<file path="src/rtl/uart_tx_frame_pkg.sv">
// rtl/uart_tx_frame_pkg.sv - shared UART state encoding, line levels and parity constants
package uart_tx_frame_pkg;

  typedef enum logic [2:0] {
    IDLE   = 3'd0,
    START  = 3'd1,
    DATA   = 3'd2,
    PARITY = 3'd3,
    STOP   = 3'd4
  } uart_state_e;

  localparam logic START_BIT  = 1'b0;
  localparam logic STOP_BIT   = 1'b1;
  localparam logic IDLE_LEVEL = 1'b1;

  localparam logic PAR_EVEN = 1'b0;
  localparam logic PAR_ODD  = 1'b1;

endpackage

</file>
<file path="src/rtl/uart_tx_parity_calc.sv">
// rtl/uart_tx_parity_calc.sv - combinational parity bit for the latched TX data word
module uart_tx_parity_calc
  import uart_tx_frame_pkg::*;
#(
  parameter int DATA_WIDTH = 8
) (
  input  logic [DATA_WIDTH-1:0] data,
  input  logic                  par_type,
  output logic                  parity
);

  // Even: bit makes the total count of ones even; odd inverts it.
  assign parity = (par_type == PAR_ODD) ? ~(^data) : (^data);

endmodule

</file>
<file path="src/rtl/uart_tx_frame.sv">
// rtl/uart_tx_frame.sv - UART transmitter: start, LSB-first data, optional parity, stop
module uart_tx_frame
  import uart_tx_frame_pkg::*;
#(
  parameter int DATA_WIDTH = 8
) (
  input  logic                  clk,
  input  logic                  rst_n,
  input  logic [DATA_WIDTH-1:0] p_data,
  input  logic                  data_valid,
  input  logic                  par_en,
  input  logic                  par_type,
  output logic                  tx_out,
  output logic                  busy
);

  localparam int CNT_W = (DATA_WIDTH > 1) ? $clog2(DATA_WIDTH) : 1;
  localparam logic [CNT_W-1:0] CNT_LAST = CNT_W'(DATA_WIDTH - 1);

  uart_state_e           state_q, state_n;
  logic [CNT_W-1:0]      cnt_q, cnt_n;
  logic [DATA_WIDTH-1:0] data_q, data_n;
  logic                  par_en_q, par_en_n;
  logic                  par_type_q, par_type_n;
  logic                  tx_q, tx_n;
  logic                  busy_q, busy_n;
  logic                  parity_bit;

  uart_tx_parity_calc #(
    .DATA_WIDTH(DATA_WIDTH)
  ) u_parity (
    .data    (data_q),
    .par_type(par_type_q),
    .parity  (parity_bit)
  );

  always_ff @(posedge clk or negedge rst_n) begin
    if (!rst_n) begin
      state_q    <= IDLE;
      cnt_q      <= '0;
      data_q     <= '0;
      par_en_q   <= 1'b0;
      par_type_q <= PAR_EVEN;
      tx_q       <= IDLE_LEVEL;
      busy_q     <= 1'b0;
    end else begin
      state_q    <= state_n;
      cnt_q      <= cnt_n;
      data_q     <= data_n;
      par_en_q   <= par_en_n;
      par_type_q <= par_type_n;
      tx_q       <= tx_n;
      busy_q     <= busy_n;
    end
  end

  always_comb begin
    state_n    = state_q;
    cnt_n      = cnt_q;
    data_n     = data_q;
    par_en_n   = par_en_q;
    par_type_n = par_type_q;
    case (state_q)
      IDLE: begin
        if (data_valid) begin
          state_n    = START;
          data_n     = p_data;
          par_en_n   = par_en;
          par_type_n = par_type;
        end
      end
      START: begin
        state_n = DATA;
        cnt_n   = '0;
      end
      DATA: begin
        if (cnt_q == CNT_LAST) begin
          state_n = par_en_q ? PARITY : STOP;
        end else begin
          cnt_n = cnt_q + CNT_W'(1);
        end
      end
      PARITY:  state_n = STOP;
      STOP:    state_n = IDLE;
      default: state_n = IDLE;
    endcase
  end

  // Outputs are decoded from the next state so the line register changes
  // on the same edge that enters each state.
  always_comb begin
    tx_n   = IDLE_LEVEL;
    busy_n = (state_n != IDLE);
    case (state_n)
      START:   tx_n = START_BIT;
      DATA:    tx_n = data_q[cnt_n];
      PARITY:  tx_n = parity_bit;
      STOP:    tx_n = STOP_BIT;
      default: tx_n = IDLE_LEVEL;
    endcase
  end

  assign tx_out = tx_q;
  assign busy   = busy_q;

endmodule
</file>
<file path="config.mk">
export PLATFORM = sky130hd
export DESIGN_NAME = uart_tx_frame
export DESIGN_NICKNAME = d
export VERILOG_FILES = /design/src/rtl/uart_tx_frame_pkg.sv /design/src/rtl/uart_tx_parity_calc.sv /design/src/rtl/uart_tx_frame.sv
export SDC_FILE = /design/constraint.sdc
export NUM_CORES = 1
export LEC_CHECK = 0
export ABC_AREA = 1
export CAP_MARGIN = 30
export CORE_MARGIN = 1.5
export CORE_UTILIZATION = 35
export CTS_CLUSTER_DIAMETER = 100
export DETAILED_ROUTE_END_ITERATION = 10
export MAX_ROUTING_LAYER = met4
export PLACE_DENSITY = 0.66
export SYNTH_ARGS = -nofsm -noshare
export SYNTH_HDL_FRONTEND = slang
export SYNTH_HIERARCHICAL = 1
export SYNTH_SLANG_ARGS = --single-unit
</file>
<file path="constraint.sdc">
create_clock -name clk -period 2 [get_ports clk]
set_input_delay 0.5 -clock clk [delete_from_list [all_inputs] [get_ports clk]]
set_output_delay 0.5 -clock clk [all_outputs]
set_load 0.02 [all_outputs]
</file>
### Yosys cells after proc, flatten, opt, wreduce, memory -nomap -nowiden

Cells that the tools add are included.

| cells by class | value |
|---|---|
| $add $sub $neg | 1 |
| multiply operators | 0 |
| divide/modulo/power cells | 0 |
| $lt $le $gt $ge | 1 |
| equality and inequality tests | 7 |
| shift operators | 0 |
| muxes and demuxes | 10 |
| bitwise operators | 1 |
| reduce and logical (&&, ||, !) cells | 4 |

Operators with widths:

| operator | count |
|---|---|
| $eq 3x2->1 const B | 4 |
| $mux 3 | 4 |
| $pmux 3 s4 | 1 |
| $reduce_xor 8->1 | 1 |
| $eq 3x1->1 const B | 2 |
| $pmux 3 s2 | 1 |
| $lt 3x4->1 const B | 1 |
| $add 3x1->3 const B | 1 |
| $bmux 1 s3 | 1 |
| $eq 3x3->1 const B | 1 |
| $logic_not 3->1 | 1 |
| $pmux 1 s3 | 1 |
| $reduce_bool 3->1 | 1 |
| $mux 1 | 2 |
| $reduce_and 2->1 | 1 |
| $not 1->1 | 1 |

| word-level totals | value |
|---|---|
| register bits | 18 |
| latch bits | 0 |
| RAM bits | 0 |
| ROM bits | 0 |
| input port bits | 13 |
| output and inout port bits | 2 |
| logic and storage cells | 31 |
| memories | 0 |

### Depth between registers and ports, before layout

Gate-level depths: netlist of run 1.

| logic depth | value |
|---|---|
| word-level depth | 6 |
| gate-level depth with buffers | 12 |
| mapped depth without buffers | 12 |

### Modules after synthesis

The synthesis of run 1 kept the hierarchy.

Modules (own cells, without submodules):

| module | times used | cells each | area each (µm²) | seq. area each (µm²) |
|---|---|---|---|---|
| uart_tx_frame | 1 | 105 | 884.6 | 451.7 |
| uart_tx_parity_calc | 1 | 38 | 163.9 | 0.0 |

### Least setup slack after synthesis of run 1

Ideal clock, no wire load.

| path | value |
|---|---|
| path kind | reg2reg |
| start point | register cnt_q[0] |
| end point | register tx_q, in the netlist tx_out |
| library setup time | 0.082 ns |
| data arrival time | 1.316 ns |
| data required time | 1.918 ns |
| setup slack | 0.601 ns |
| stages on the path, launching flop included | 12 |
| path buffers | 0 |
| clock period less this slack | 1.399 ns |
| cell sequence | dfrtp_1 > ha_1 > nand2_1 > nand2_1 > nand2_1 > nand2_2 > nand2_4 > nand2_1 > nand3_1 > nand3_1 > nand3_1 > nand3_1 |

| on the way | value |
|---|---|
| word-level cells in the longest chain between the ends | 6 |
| elaborated cells on any way between the ends | 12 |
| classes of those cells | 1 x add/sub; 4 x eq/ne; 7 x mux |

Ends and longest elaborated chain:

| item | line | text |
|---|---|---|
| from (decl) | uart_tx_frame.sv:21 | `logic [CNT_W-1:0] cnt_q, cnt_n;` |
| from (signal assigned) | uart_tx_frame.sv:48 | `cnt_q <= cnt_n;` |
| $add 3x1->3 or $eq 3x3->1 (tied branches) | uart_tx_frame.sv:80, uart_tx_frame.sv:77 |  |
| $mux 3 | uart_tx_frame.sv:77 | `if (cnt_q == CNT_LAST) begin` |
| $pmux 3 s2 (*) | uart_tx_frame.sv:63 | `case (state_q)` |
| via cnt_n[0] | uart_tx_frame.sv:21 |  |
| $bmux 1 s3 (*) | uart_tx_frame.sv:96 | `DATA: tx_n = data_q[cnt_n];` |
| $mux 1 (not written as such) (*) | uart_tx_frame.sv:96 |  |
| $pmux 1 s3 (*) | uart_tx_frame.sv:94 | `case (state_n)` |
| via tx_n | uart_tx_frame.sv:25 | `logic tx_q, tx_n;` |
| to (signal assigned) | uart_tx_frame.sv:52 | `tx_q <= tx_n;` |
| to (decl) | uart_tx_frame.sv:25 |  |

Mark *: on every way through the listed nets, which the timed path passes. The rest lies on a longest branch. The select of a mux whose other input is x is not followed.
A chain may end at the register's enable or synchronous reset.

### Worst setup path in the final report of run 1

| path | value |
|---|---|
| start point | register tx_q, in the netlist tx_out |
| end point | output tx_out |

RTL lines:

| item | line | text |
|---|---|---|
| to (decl) | uart_tx_frame.sv:13 | `output logic tx_out,` |

No word-level cell between the ends.

==> results.ini, run 1 <==
[timing]
period_share_pct=96.0
slew_viol_final=0
tightest_slew_ns=0.237
clock_skew_ns=0.00566
hold_viol_final=0
finalSetupTns_ns=0
rsz0062_at_grt=no
setup_viol_count_final=0
fin_crit_ns=1.92
max_freq_mhz=521
slew_headroom_pct=84.2

[drt]
wl_mm=2.02
drt_iter0_markers=22
viasPerCell=4.72
drtPass1Iterations=4
wl_per_cell_microns=10.5
ant_nets=0
drc=0
vias=911

[floorplanning]
die_area_sq_um=3330
coreArea_sq_um=2810
ios=15
fp-row-count=19
die_h_microns=57.7
dieWidth_microns=57.7
start_util_pct=37.4

[cts]
clockBufferDepth=2
cts_setup_buffers=0
tritoncts.num_buffers=3
cts_tree=yes
cts.clk_slew.worst_paths_ns=0.11
clk_latency_ns=0.29
cts-root-buf=clkbuf_4
cts_hold_buf=0
h-tree-depth=1
cts_resized=0
clkSinkCount=18

[critical_path]
cp.buffers_inverters=1
cp_data_arrival_time_ns=1.42
slowest_stage=clkdlybuf4s50_1
crit_path_end_kind=output port
cp.required_ns=1.50
path_cells=clkdlybuf4s50_1
crit_type=reg2out
cp_max_fo=1
path_delay_family=buffers and inverters
worst_path_largest_cell_delay_ns=0.59
worstSetupStartpointType=flop

[yosys]
netlist_instances=143
synth_warnings=6
yosys.cell_types.count=20
syn_avg_cell_area_sq_um=7.33
ys_seq_area_share_pct=43.1
syn_area_sq_um=1050
synth-seq-cells=18
synth_fp_nets=157

[global_route]
grt_max_degree=19
grt_usage_pct=14.7
grt_pass1_vias=922
grt_pass1_wl_mm=3.71
antenna_found_initial=0
grt.overflow.total=0

[layout]
fill_cells=288
design_area_sq_um=1270
drive_gt1_share_pct=15.4
final_util_pct=45.3
nets=177
area_growth_pct=21.2
regArea_sq_um=452
antenna_cells=0
multiInputGateArea_sq_um=484

[power_and_ir_drop]
p_leak_nw=0.679
finalPower_mw=2.13
powerDensity_nw_per_um2=1670
irDropWorstVdd_uv=549

[place]
portBuffers=14
dpl-instance-area_sq_um=1230
dpl.hpwl_mm=1.58
gp_congestion=0.846

[job]
cap_violations=0

[outcome]
status=finished clean

[hold_path]
min_path_type=in2async

worst paths after layout:
path | end | slack, ns | start | cells past startpoint
max in group asynchronous | tx_out | 1.22 | rst_n | 2
min reg2reg | par_type_q | 0.55 | par_type_q | 1
max | tx_out | 0.08 | tx_out | 1
min | busy | 0.52 | rst_n | 2
max reg2reg | tx_out | 0.40 | cnt_q[0] | 11
min in group clk | par_type_q | 0.55 | par_type_q | 1
layer usage:
layer | GRT usage (%) | share of wire [%] | vias to the layer above
li1 | - | - | 479
met1 | 17.9 | 46 | 419
met2 | 23.4 | 50 | 11
met3 | 2.01 | 2.6 | 2
met4 | 8.31 | 1.3 | 0
met5 | - | 0 | -
synthesized netlist by cell type, drive strengths merged:
cell / number / area, sq um
a21oi: 10 / 50.1
buf: 2 / 15.0
dfrtp: 17 / 425
dfstp: 1 / 26.3
ha: 1 / 12.5
inv: 26 / 97.6
mux2: 2 / 22.5
nand2: 42 / 185
nand3: 23 / 120
nand3b: 1 / 7.51
nor2: 15 / 66.3
o21ai: 1 / 5.00
or2: 1 / 6.26
xor2: 1 / 8.76
logic make-up after synthesis:
| logic type | after synthesis | synth area share (%) |
|---|---|---|
| simple gates | 82 | 36.8 |
| xor+xnor | 1 | 0.835 |
| mux | 2 | 2.15 |
| flops | 18 | 43.1 |
| compound gates | 11 | 5.25 |
| buf+inv | 28 | 10.7 |
| fa+ha+maj | 1 | 1.19 |
cell type report:
type	count	share of cell area (%)
multi-input cells	97	38.1
flip-flops and latches	18	35.5
repair buffers	17	12.8
inverters	26	7.68
well taps	31	3.05
clock buffers	4	2.85
per-stage QoR:
stage / std cells / hold slack, ns / setup WS [ns]
2_1_floorplan: 143 / 0.204 / 0.601
3_3_place_gp: 189 / 0.521 / 0.327
3_5_place_dp: 189 / 0.527 / 0.306
4_1_cts: 193 / 0.521 / 0.0631
5_1_grt: 193 / 0.527 / 0.0265
6_report: 193 / 0.523 / 0.0805
state kept, by name, summed over array words and instances, names as in the netlist:
signal and cells:
state_q 3, tx_out 1, cnt_q 3, par_en_q 1, data_q 8, par_type_q 1
busy 1
layout by cell type (no fill, tap or decap), drive strengths merged:
| cell | count |
|---|---|
| clkdlybuf4s50 | 14 |
| ha | 1 |
| o21ai | 1 |
| buf | 3 |
| a21oi | 10 |
| or2 | 1 |
| xor2 | 1 |
| dfstp | 1 |
| dfrtp | 17 |
| clkbuf | 4 |
| nand3 | 23 |
| nand3b | 1 |
| nand2 | 42 |
| inv | 26 |
| mux2 | 2 |
| nor2 | 15 |
power breakdown:
| group | switching (mW) | internal [mW] | leakage, nW |
|---|---|---|---|
| clock | 0.113 | 0.111 | 0.0210 |
| combinational | 0.727 | 0.486 | 0.449 |
| sequential | 0.145 | 0.545 | 0.209 |
| total | 0.986 | 1.14 | 0.679 |
Note: power is estimated with default switching activity, not from simulation.
==> run 2: changes to the inputs <==
Settings changed: CORE_UTILIZATION 35 to 45, PLACE_DENSITY 0.66 to 0.79.
==> run 2 against run 1 <==
  * Setup slack improved by 0.012 ns
  * Die area down 21%
  * Sequential cell count did not move
  * Design area is 0.29% lower
  * Combinational power barely moved
  * Via count is 4.7% higher
  * Wire length rose by 8.1%
  * Largest cell class unchanged
  * Highest routed layer unchanged
==> results.ini, run 2 (synthesized netlist as in run 1, its figures left out) <==
[power_and_ir_drop]
irDropWorstVdd_uv=827
powerDensity_nw_per_um2=1720
p_leak_nw=0.679

[cts]
cts.clk_slew.worst_paths_ns=0.11
cts_hold_buf=0
cts_resized=0
cts_setup_buffers=0
h-tree-depth=1
clkSinkCount=18
tritoncts.num_buffers=3
clockBufferDepth=2
cts-root-buf=clkbuf_4
clk_latency_ns=0.30
cts_tree=yes

[drt]
wl_per_cell_microns=11.5
drt_iter0_markers=22
drc=0
drtPass1Iterations=5
viasPerCell=5.02
ant_nets=0
vias=954
wl_mm=2.18

[timing]
finalSetupTns_ns=0
tightest_slew_ns=0.245
max_freq_mhz=524
rsz0062_at_grt=no
setup_viol_count_final=0
fin_crit_ns=1.91
clock_skew_ns=0.00551
period_share_pct=95.4
slew_headroom_pct=83.6
hold_viol_final=0
slew_viol_final=0

[floorplanning]
ios=15
coreArea_sq_um=2210
die_area_sq_um=2630
start_util_pct=47.4
fp-row-count=17
die_h_microns=51.3
dieWidth_microns=51.3

[place]
dpl.hpwl_mm=1.74
portBuffers=14
dp_cells=186
gp_congestion=0.743

[critical_path]
crit_path_end_kind=output port
cp.required_ns=1.50
worstSetupStartpointType=flop
slowest_stage=clkdlybuf4s50_1
cp_max_fo=1
cp.buffers_inverters=1
path_cells=clkdlybuf4s50_1
worst_path_largest_cell_delay_ns=0.58
cp_data_arrival_time_ns=1.41
path_delay_family=buffers and inverters
crit_type=reg2out

[global_route]
grt_pass1_wl_mm=3.93
grt_max_degree=19
antenna_found_initial=0
grt_pass1_vias=918
grt.overflow.total=0
grt_usage_pct=20.9

[layout]
top_regs=data_q x8, cnt_q x3, state_q x3
antenna_cells=0
finalNonFillerCells=190
area_growth_pct=20.9
top_register=data_q
drive_gt1_share_pct=15.4
nets=177
largest_reg_flops=8
layout_common_cells=nand2_1, inv_1, nand3_1, dfrtp_1, clkdlybuf4s50_1
layout_commonest_cell=nand2_1

[outcome]
status=finished clean

[hold_path]
min_path_type=in2async

[job]
cap_violations=0

run 2: cell counts in the layout (fill, tap and decap cells not counted):
Identical to the previous run, type by type.
run 2: worst paths after layout:
| path | cells after the start | endpoint | from | slack [ns] |
|---|---|---|---|---|
| worst max-delay path | 1 | tx_out | tx_out | 0.09 |
| worst min-delay path | 2 | state_q[2] | rst_n | 0.51 |
| worst max register to register | 11 | tx_out | cnt_q[0] | 0.39 |
| worst min register to register | 2 | data_q[6] | data_q[6] | 0.56 |
| max in group asynchronous | 2 | tx_out | rst_n | 1.23 |
| min in group clk | 2 | data_q[6] | data_q[6] | 0.56 |
run 2: layout make-up:
class / count / area (sq um)
sequential: 18 / 452
inverter: 26 / 97.6
tap: 28 / 35.0
fill: 215 / 945
multi-input combinational: 97 / 484
clock buffer: 4 / 36.3
timing repair buffer: 17 / 163
run 2: power by group:
group          switching (mW)  internal [mW]  leakage (nW)
Combinational           0.757          0.485         0.449
Sequential              0.153          0.545         0.209
Clock                   0.122          0.111        0.0210
Total                    1.03           1.14         0.679
run 2: metal layers:
layer	global-route usage (%)	up-vias	part of all wire, %
met5	-	-	0
met3	3.51	3	3.7
met1	22.5	448	41
met4	5.26	0	0.87
met2	39.6	23	55
li1	-	480	-
run 2: per-stage QoR:
step | total power [mW] | hold WS (ns) | util, % | area, sq um | setup WS (ns)
3_3_place_gp | 1.85 | 0.520 | 55.7 | 1230 | 0.346
6_report | 2.17 | 0.505 | 57.3 | 1270 | 0.0921
3_5_place_dp | 1.94 | 0.532 | 55.7 | 1230 | 0.311
5_1_grt | 2.42 | 0.546 | 57.3 | 1270 | 0.0542
2_1_floorplan | 1.63 | 0.204 | - | 1050 | 0.601
4_1_cts | 2.17 | 0.521 | 57.3 | 1270 | 0.0849
